## src/rtl/vga_dither_out.sv

```systemverilog
// vga_dither_out
//   Reduces an IN_BITS-per-channel RGB stream to the 2-bit-per-channel TinyVGA
//   pinout, using a 2x2 ordered dither whose offset rotates every frame.
//   Also runs a first-order sigma-delta modulator that turns an unsigned audio
//   sample into a 1-bit pulse-density stream.
//
// Parameters
//   IN_BITS    colour bits per input channel (2..8)
//   AUDIO_BITS audio sample width
//   SYNC_INV   1 inverts hsync/vsync at the output
//
// Ports
//   clk, rst_n      clock (rising edge), asynchronous active-low reset
//   enable          clock enable for the video path (audio always runs)
//   in_rgb          {r,g,b} pixel colour
//   in_hsync/vsync  raw sync levels
//   in_active       high in the visible area
//   in_new_frame    one-cycle pulse at frame start
//   dither_en       1 = ordered dither, 0 = truncation
//   audio_in        unsigned audio sample
//   uo_out          {hs, b0, g0, r0, vs, b1, g1, r1}, one cycle latency
//   uio_out         bit 7 = audio bitstream, others 0
//   uio_oe          fixed 8'b1000_0000
module vga_dither_out #(
  parameter int IN_BITS    = 4,
  parameter int AUDIO_BITS = 8,
  parameter int SYNC_INV   = 0
) (
  input  logic                  clk,
  input  logic                  rst_n,
  input  logic                  enable,
  input  logic [3*IN_BITS-1:0]  in_rgb,
  input  logic                  in_hsync,
  input  logic                  in_vsync,
  input  logic                  in_active,
  input  logic                  in_new_frame,
  input  logic                  dither_en,
  input  logic [AUDIO_BITS-1:0] audio_in,
  output logic [7:0]            uo_out,
  output logic [7:0]            uio_out,
  output logic [7:0]            uio_oe
);

  localparam int   D        = IN_BITS - 2;
  localparam logic SYNC_POL = (SYNC_INV != 0);

  logic                  r_x_par;
  logic                  r_y_par;
  logic                  r_prev_active;
  logic [1:0]            r_phase;
  logic [7:0]            r_uo;
  logic [AUDIO_BITS-1:0] r_acc;
  logic                  r_carry;

  logic [1:0]            w_bayer;
  logic [1:0]            w_offset;
  logic [IN_BITS-1:0]    w_thr;
  logic [2:0]            w_hi;   // index 2 = r, 1 = g, 0 = b
  logic [2:0]            w_lo;
  logic [7:0]            w_uo_next;

  // 2x2 Bayer cell: (x,y) 00->0, 10->2, 01->3, 11->1
  assign w_bayer  = {r_x_par ^ r_y_par, r_y_par};
  // 2-bit add wraps naturally, giving the mod-4 frame rotation
  assign w_offset = w_bayer + r_phase;

  // Threshold is aligned so its MSB lands just below the kept 2 bits.
  generate
    if (D == 0) begin : g_thr_none
      assign w_thr = '0;
    end else if (D == 1) begin : g_thr_one
      assign w_thr = {{(IN_BITS-1){1'b0}}, w_offset[1] & dither_en};
    end else begin : g_thr_shift
      assign w_thr = dither_en ? ({{(IN_BITS-2){1'b0}}, w_offset} << (D-2)) : '0;
    end
  endgenerate

  for (genvar ch = 0; ch < 3; ch++) begin : g_chan
    // w_top = {overflow, kept 2 bits} of the widened sum
    logic [2:0] w_top;
    assign w_top    = 3'(({1'b0, in_rgb[ch*IN_BITS +: IN_BITS]} + {1'b0, w_thr}) >> D);
    assign w_hi[ch] = (w_top[2] | w_top[1]) & in_active;
    assign w_lo[ch] = (w_top[2] | w_top[0]) & in_active;
  end

  assign w_uo_next = {in_hsync ^ SYNC_POL, w_lo[0], w_lo[1], w_lo[2],
                      in_vsync ^ SYNC_POL, w_hi[0], w_hi[1], w_hi[2]};

  always_ff @(posedge clk or negedge rst_n) begin
    if (!rst_n) begin
      r_x_par       <= 1'b0;
      r_y_par       <= 1'b0;
      r_prev_active <= 1'b0;
      r_phase       <= 2'd0;
      r_uo          <= 8'd0;
    end else if (enable) begin
      r_prev_active <= in_active;
      r_x_par       <= in_active ? ~r_x_par : 1'b0;
      // frame start overrides a coincident end-of-line toggle
      if (in_new_frame) begin
        r_y_par <= 1'b0;
        r_phase <= r_phase + 2'd1;
      end else if (r_prev_active && !in_active) begin
        r_y_par <= ~r_y_par;
      end
      r_uo <= w_uo_next;
    end
  end

  always_ff @(posedge clk or negedge rst_n) begin
    if (!rst_n) begin
      r_acc   <= '0;
      r_carry <= 1'b0;
    end else begin
      {r_carry, r_acc} <= {1'b0, r_acc} + {1'b0, audio_in};
    end
  end

  assign uo_out  = r_uo;
  assign uio_out = {r_carry, 7'd0};
  assign uio_oe  = 8'b1000_0000;

endmodule

```

## config.mk

```make
export PLATFORM = sky130hd
export DESIGN_NAME = vga_dither_out
export DESIGN_NICKNAME = d
export VERILOG_FILES = /design/src/rtl/vga_dither_out.sv
export SDC_FILE = /design/constraint.sdc
export NUM_CORES = 1
export LEC_CHECK = 0
export ABC_AREA = 1
export CAP_MARGIN = 5
export CORE_ASPECT_RATIO = 1.25
export CORE_MARGIN = 5
export CORE_UTILIZATION = 45
export DETAILED_ROUTE_END_ITERATION = 16
export HOLD_SLACK_MARGIN = 0.06
export PLACE_DENSITY = 0.92
export SYNTH_ARGS = -nofsm -noshare
export SYNTH_HDL_FRONTEND = slang
export SYNTH_SLANG_ARGS = --single-unit
```

## constraint.sdc

```tcl
create_clock -name clk -period 2.5 [get_ports clk]
set_input_delay 0.375 -clock clk [delete_from_list [all_inputs] [get_ports clk]]
set_output_delay 0.375 -clock clk [all_outputs]
set_load 0.01 [all_outputs]
```

==> results.ini, run 1 <==
[status]
run_status = complete, no violations

[floorplan]
core_area_um2 = 3194
fp.dieW_um = 61.56
design.portCount = 52
floorplan_die_area_um2 = 4582
die_h_um = 74.45
initial_core_util_pct = 46.81
core.rowCount = 23

[worst_setup_path]
timing.critical_path.to = uo_out[6]
cp_max_fo = 4
crit_path_required_time_ns = 2.65
r2r_slack_ns = 0.44
crit_path_start_kind = flop
timing.critical_path.arrival_ns = 2.21
critPathKind = reg2reg
timing.rr.end = uo_out[6]
critical_path.startpoint = r_y_par
critical_path.reg2reg.startpoint = r_y_par
timing.reg2reg.worst_path_depth = 11
crit_path_end_kind = flop

[pwr]
irDropWorstVdd_mv = 0.4314
power_leakage_nw = 1.034
design_power_total_mw = 1.437
cellPowerDensity_nw_per_um2 = 764.7

[yosys]
synth.distinct_cells = 21
synth.area.top_cells = sky130_fd_sc_hd__dfrtp_1 37%, sky130_fd_sc_hd__nand2_1 18%, sky130_fd_sc_hd__ha_1 10%
yosysTopAreaCellShare_pct = 36.82
ys_ff_latch = 22
synthesis.yosys.warnings = 0
netlist_instances = 200
post_synth_instance_area_um2 = 1495
avgSynthCellArea_um2 = 7.476
proportion_of_synthesized_chip_area_in_sequential_cells_pct = 36.82
largest_area_contributor_in_the_synthesized_netlist = sky130_fd_sc_hd__dfrtp_1

[finish]
most_common_cell_after_layout_fill_and_taps_aside = sky130_fd_sc_hd__nand2_1
net_total_in_the_final_layout = 280
final_area_um2 = 1879
drive_above_1_share_pct = 3.376
finish.cell_count_without_fillers = 274
layout_common_cells = 72 x sky130_fd_sc_hd__nand2_1, 36 x sky130_fd_sc_hd__clkdlybuf4s50_1, 28 x sky130_fd_sc_hd__inv_1
layout-area-overhead-vs-synth_pct = 25.69
insertedDiodeCount = 0

[timing]
grt_setup_unrepaired = no
final-max-slew-violation-count = 0
period_share_pct = 82.37
worst_clock_skew_ns = 0.001519
finalSetupTns_ns = 0
layout_min_cycle_time_ns = 2.059
finalSetupViolations = 0
setup_slack_ns = 0.4409
finalHoldViolations = 0
fmaxAchievable_mhz = 485.6

[drt]
route.detailed.drc = 0
via_count = 1245
ant_nets = 0
firstDrtPassIters = 4
postRouteWirelength_um = 2854
drtIter0Drc = 40
viasPerCell = 4.544
routedWlPerCell_um = 10.42

[grt]
initial_antenna_violation_count = 0
grt_start_max_net_pins = 23
globalRouteTotalUtil_pct = 14.35
grt_ovf = 0
grt_pass1_wl_um = 4940
first_global_vias = 1300

[placed_design]
placement.io_buffers = 36
preCtsSetupSlack_ns = 0.4409
post-place-cells = 271
detailed_place.area_um2 = 1838
routabilityCongestion = 0.8608
hpwlAfterDp_um = 2389

[clock_tree]
path_clk_slew_ns = 0.07
post_cts.resized_instances = 0
cts_inserted_buffers = 3
htreeDepth = 1
clock_sink_count = 22
clk_latency_ns = 0.26
postCtsSetupRepairBufs = 0
cts_buffer_depth = 2
cts_tree = done
cts.hold.buffers_added = 0
clock_tree.root_cell = sky130_fd_sc_hd__clkbuf_8

[run]
cap_viol_max_count = 0

[hold_path]
worstHoldPathType = in2async

==> layout make-up <==
cell class,instances,area [um2]
fill,291,1315
multi-input combinational,145,759.5
sequential,22,550.5
timing repair buffer,37,367.9
inverter,30,113.9
tap,37,46.29
clock buffer,3,41.29
==> logic make-up after synthesis <==
logic type | Yosys count | synth area share [%]
AO/OA/AOI/OAI | 9 | 3.347
other | 2 | 0.5023
AND/OR/NAND/NOR | 101 | 28.20
buffers and inverters | 46 | 15.65
adder cells (fa/ha/maj) | 13 | 11.38
flip-flops | 22 | 36.82
XOR/XNOR | 7 | 4.100
==> critical path: stages, from the launching register on <==
cell,delay [ns]
sky130_fd_sc_hd__dfrtp_1,0.44
sky130_fd_sc_hd__ha_1,0.26
sky130_fd_sc_hd__xnor2_1,0.15
sky130_fd_sc_hd__nand2_1,0.07
sky130_fd_sc_hd__a21boi_0,0.35
sky130_fd_sc_hd__ha_1,0.32
sky130_fd_sc_hd__nand2_1,0.07
sky130_fd_sc_hd__inv_1,0.03
sky130_fd_sc_hd__nand2_1,0.07
sky130_fd_sc_hd__nand3_1,0.07
sky130_fd_sc_hd__nand3_1,0.08
sky130_fd_sc_hd__nand2_1,0.05
==> state kept, by name (all words and copies together) (netlist names) <==
name	count
r_prev_active	1
r_acc	8
r_x_par	1
r_carry	1
uo_out	8
r_phase	2
r_y_par	1
==> how the worst min path moves through the flow <==
stage / startpoint / to / slack, ns / cells after the start
after CTS: rst_n / r_acc[1] / 0.48 / 2
final: rst_n / r_acc[1] / 0.47 / 2
after detailed placement: r_acc[0] / r_acc[0] / 0.46 / 1
after global placement: r_acc[0] / r_acc[0] / 0.45 / 1
after global routing: rst_n / r_acc[1] / 0.50 / 2
after floorplan: rst_n / r_acc[0] / 0.08 / 0
==> synth_stat cells, drive strengths merged <==
library cell and count:
xor2 5, nor2 7, o21ai 2, a21boi 1, clkinv 1, ha 12, xnor2 2, conb 2
nand3 16, nand3b 4, a21oi 5, o21a 1, buf 16, dfrtp 22, fa 1, inv 29
nand4 1, nand2 73
==> metal layers <==
metal / wire length, um / track usage [%] / share of wire [%] / vias to the layer above
li1: - / - / - / 659
met1: 1119 / 14.55 / 39 / 539
met2: 1432 / 25.84 / 50 / 42
met3: 239 / 2.951 / 8.4 / 5
met4: 63 / 8.962 / 2.2 / 0
met5: 0 / 0 / 0 / -
==> power by group <==
part / switching, mW / leakage, nW / total, mW / internal (mW)
Sequential: 0.0513 / 0.269 / 0.519 / 0.467
Clock: 0.107 / 0.0216 / 0.214 / 0.107
Combinational: 0.389 / 0.744 / 0.704 / 0.315
Total: 0.547 / 1.03 / 1.44 / 0.890
==> stage by stage <==
| stage | util [%] | hold slack (ns) |
|---|---|---|
| 2_1_floorplan | - | 0.07941 |
| 3_3_place_gp | 57.54 | 0.4528 |
| 3_5_place_dp | 57.54 | 0.4599 |
| 4_1_cts | 58.83 | 0.4778 |
| 5_1_grt | 58.83 | 0.4952 |
| 6_report | 58.83 | 0.4664 |
Note: power is estimated with default switching activity, not from simulation.
==> run 2, diff against run 1 <==
clock period = 2.1 ns   (was 2.5 ns; I/O delays follow)
==> run 2 against run 1 <==
Combinational power is 21% higher. Global-route usage is 0.23 points higher. Sequential cell count stayed put. Hold slack worse by 0.069 ns. Via count is 4.1% higher. Non-clock buffer count is 1 higher. Register-to-register slack worse by 0.26 ns. Die area stayed put.
==> results.ini, run 2 (synthesis results as in run 1) <==
[timing]
finalSetupTns_ns = 0  ; unchanged
period_share_pct = 91.49  ; was 82.37%
fin_worst_hold_slack_ns = 0.3973  ; was 0.4664 ns
layout_min_cycle_time_ns = 1.921  ; was 2.059 ns
finalHoldViolations = 0  ; unchanged
worst_clock_skew_ns = 0.006745  ; was 0.001519 ns
grt_setup_unrepaired = no  ; unchanged
finalSetupViolations = 0  ; unchanged
fmaxAchievable_mhz = 520.5  ; was 485.6 MHz
final-max-slew-violation-count = 0  ; unchanged

[floorplan]
core.rowCount = 23  ; unchanged
initial_core_util_pct = 46.81  ; unchanged
floorplan_die_area_um2 = 4582  ; unchanged
die_h_um = 74.45  ; unchanged
core_area_um2 = 3194  ; unchanged
fp.dieW_um = 61.56  ; unchanged
design.portCount = 52  ; unchanged

[drt]
ant_nets = 0  ; unchanged
firstDrtPassIters = 4  ; unchanged
drtIter0Drc = 35  ; was 40
postRouteWirelength_um = 2887  ; was 2854 um
via_count = 1296  ; was 1,245
routedWlPerCell_um = 10.46  ; was 10.42 um
route.detailed.drc = 0  ; unchanged
viasPerCell = 4.696  ; was 4.544

[grt]
initial_antenna_violation_count = 0  ; unchanged
grt_ovf = 0  ; unchanged
first_global_vias = 1353  ; was 1,300
grt_start_max_net_pins = 23  ; unchanged
grt_pass1_wl_um = 5050  ; was 4940 um
globalRouteTotalUtil_pct = 14.58  ; was 14.35%

[clock_tree]
cts_tree = done  ; unchanged
clk_latency_ns = 0.26  ; about the same
htreeDepth = 1  ; unchanged
cts.hold.buffers_added = 0  ; unchanged
clock_sink_count = 22  ; unchanged
postCtsSetupRepairBufs = 0  ; unchanged
clock_tree.root_cell = sky130_fd_sc_hd__clkbuf_8  ; unchanged
path_clk_slew_ns = 0.08  ; was 0.07 ns
cts_inserted_buffers = 3  ; unchanged
cts_buffer_depth = 2  ; unchanged
post_cts.resized_instances = 0  ; unchanged

[finish]
net_total_in_the_final_layout = 281  ; was 280
most_common_cell_after_layout_fill_and_taps_aside = sky130_fd_sc_hd__nand2_1  ; unchanged
final_area_um2 = 1901  ; was 1879 um2
final_core_utilization_pct = 59.50  ; was 58.83%
layout_common_cells = 72 x sky130_fd_sc_hd__nand2_1, 36 x sky130_fd_sc_hd__clkdlybuf4s50_1, 28 x sky130_fd_sc_hd__inv_1  ; unchanged
insertedDiodeCount = 0  ; unchanged
drive_above_1_share_pct = 4.184  ; was 3.376%
layout-area-overhead-vs-synth_pct = 27.11  ; was 25.69%

[placed_design]
hpwlAfterDp_um = 2453  ; was 2389 um
placement.io_buffers = 36  ; unchanged
routabilityCongestion = 0.8680  ; was 0.8608
detailed_place.area_um2 = 1846  ; was 1838 um2

[run]
cap_viol_max_count = 0  ; unchanged

[pwr]
cellPowerDensity_nw_per_um2 = 929.3  ; was 764.7 nW/um2
design_power_total_mw = 1.766  ; was 1.437 mW
power_leakage_nw = 1.047  ; was 1.034 nW
irDropWorstVdd_mv = 0.6080  ; was 0.4314 mV

[worst_setup_path]
critical_path.startpoint = r_y_par  ; unchanged
cp_max_fo = 4  ; unchanged
crit_path_end_kind = flop  ; unchanged
crit_path_start_kind = flop  ; unchanged
crit_path_required_time_ns = 2.26  ; was 2.65 ns
timing.critical_path.arrival_ns = 2.08  ; was 2.21 ns
critical_path.reg2reg.startpoint = r_y_par  ; unchanged
critPathKind = reg2reg  ; unchanged

[hold_path]
worstHoldPathType = in2async  ; unchanged

[status]
run_status = complete, no violations  ; unchanged

[run 2: cell types whose count changed in the layout (fill, tap and decap cells not counted)]
cell	change
sky130_fd_sc_hd__buf_4	+1
sky130_fd_sc_hd__clkbuf_8	+1
[run 2: layer usage]
metal  track usage, %  part of all wire (%)  wire [um]  up-vias
met1            15.28                    39       1120      581
met4            8.726                   2.8         81        0
li1                 -                     -          -      662
met3            2.604                   7.9        229        7
met2            26.19                    50       1455       46
met5                0                     0          0        -
[run 2: report_power, final]
| part | total, mW | leakage (nW) | internal [mW] | switching (mW) |
|---|---|---|---|---|
| clock network | 0.299 | 0.0288 | 0.167 | 0.132 |
| logic | 0.849 | 0.749 | 0.386 | 0.463 |
| registers | 0.618 | 0.269 | 0.557 | 0.0619 |
| total | 1.77 | 1.05 | 1.11 | 0.657 |
[run 2: worst max-delay path, stage by stage, from the launching register on]
cell and delay [ns]:
sky130_fd_sc_hd__dfrtp_1 0.43, sky130_fd_sc_hd__ha_1 0.25, sky130_fd_sc_hd__xor2_1 0.14, sky130_fd_sc_hd__nand2_1 0.06
sky130_fd_sc_hd__a21boi_0 0.17, sky130_fd_sc_hd__buf_4 0.15, sky130_fd_sc_hd__ha_1 0.23, sky130_fd_sc_hd__nand2_1 0.07
sky130_fd_sc_hd__inv_1 0.04, sky130_fd_sc_hd__nand2_1 0.08, sky130_fd_sc_hd__nand3_1 0.07, sky130_fd_sc_hd__nand3_1 0.08
sky130_fd_sc_hd__nand2_1 0.05
[run 2: final timing paths]
path | to | cells past startpoint | slack (ns)
worst max-delay path | uo_out[6] | 12 | 0.18
worst min-delay path | r_acc[3] | 2 | 0.40
worst max register to register | uo_out[6] | 12 | 0.18
worst min register to register | r_acc[0] | 1 | 0.48
max in group asynchronous | uo_out[2] | 2 | 1.47
min in group clk | r_acc[0] | 1 | 0.48
[run 2: cell type report]
class                           instances  area [um2]
Clock buffer                            4       55.05
Fill cell                             284        1294
Inverter                               30       113.9
Multi-Input combinational cell        145       759.5
Sequential cell                        22       550.5
Tap cell                               37       46.29
Timing Repair Buffer                   38       375.4
[run 2: metrics by stage]
stage | std cells | setup WS [ns]
finish | 276 | 0.1788
global route | 276 | 0.002073
CTS | 276 | 0.1741
detailed placement | 272 | 0.1923
global placement | 272 | 0.2504
floorplan | 213 | 0.2573
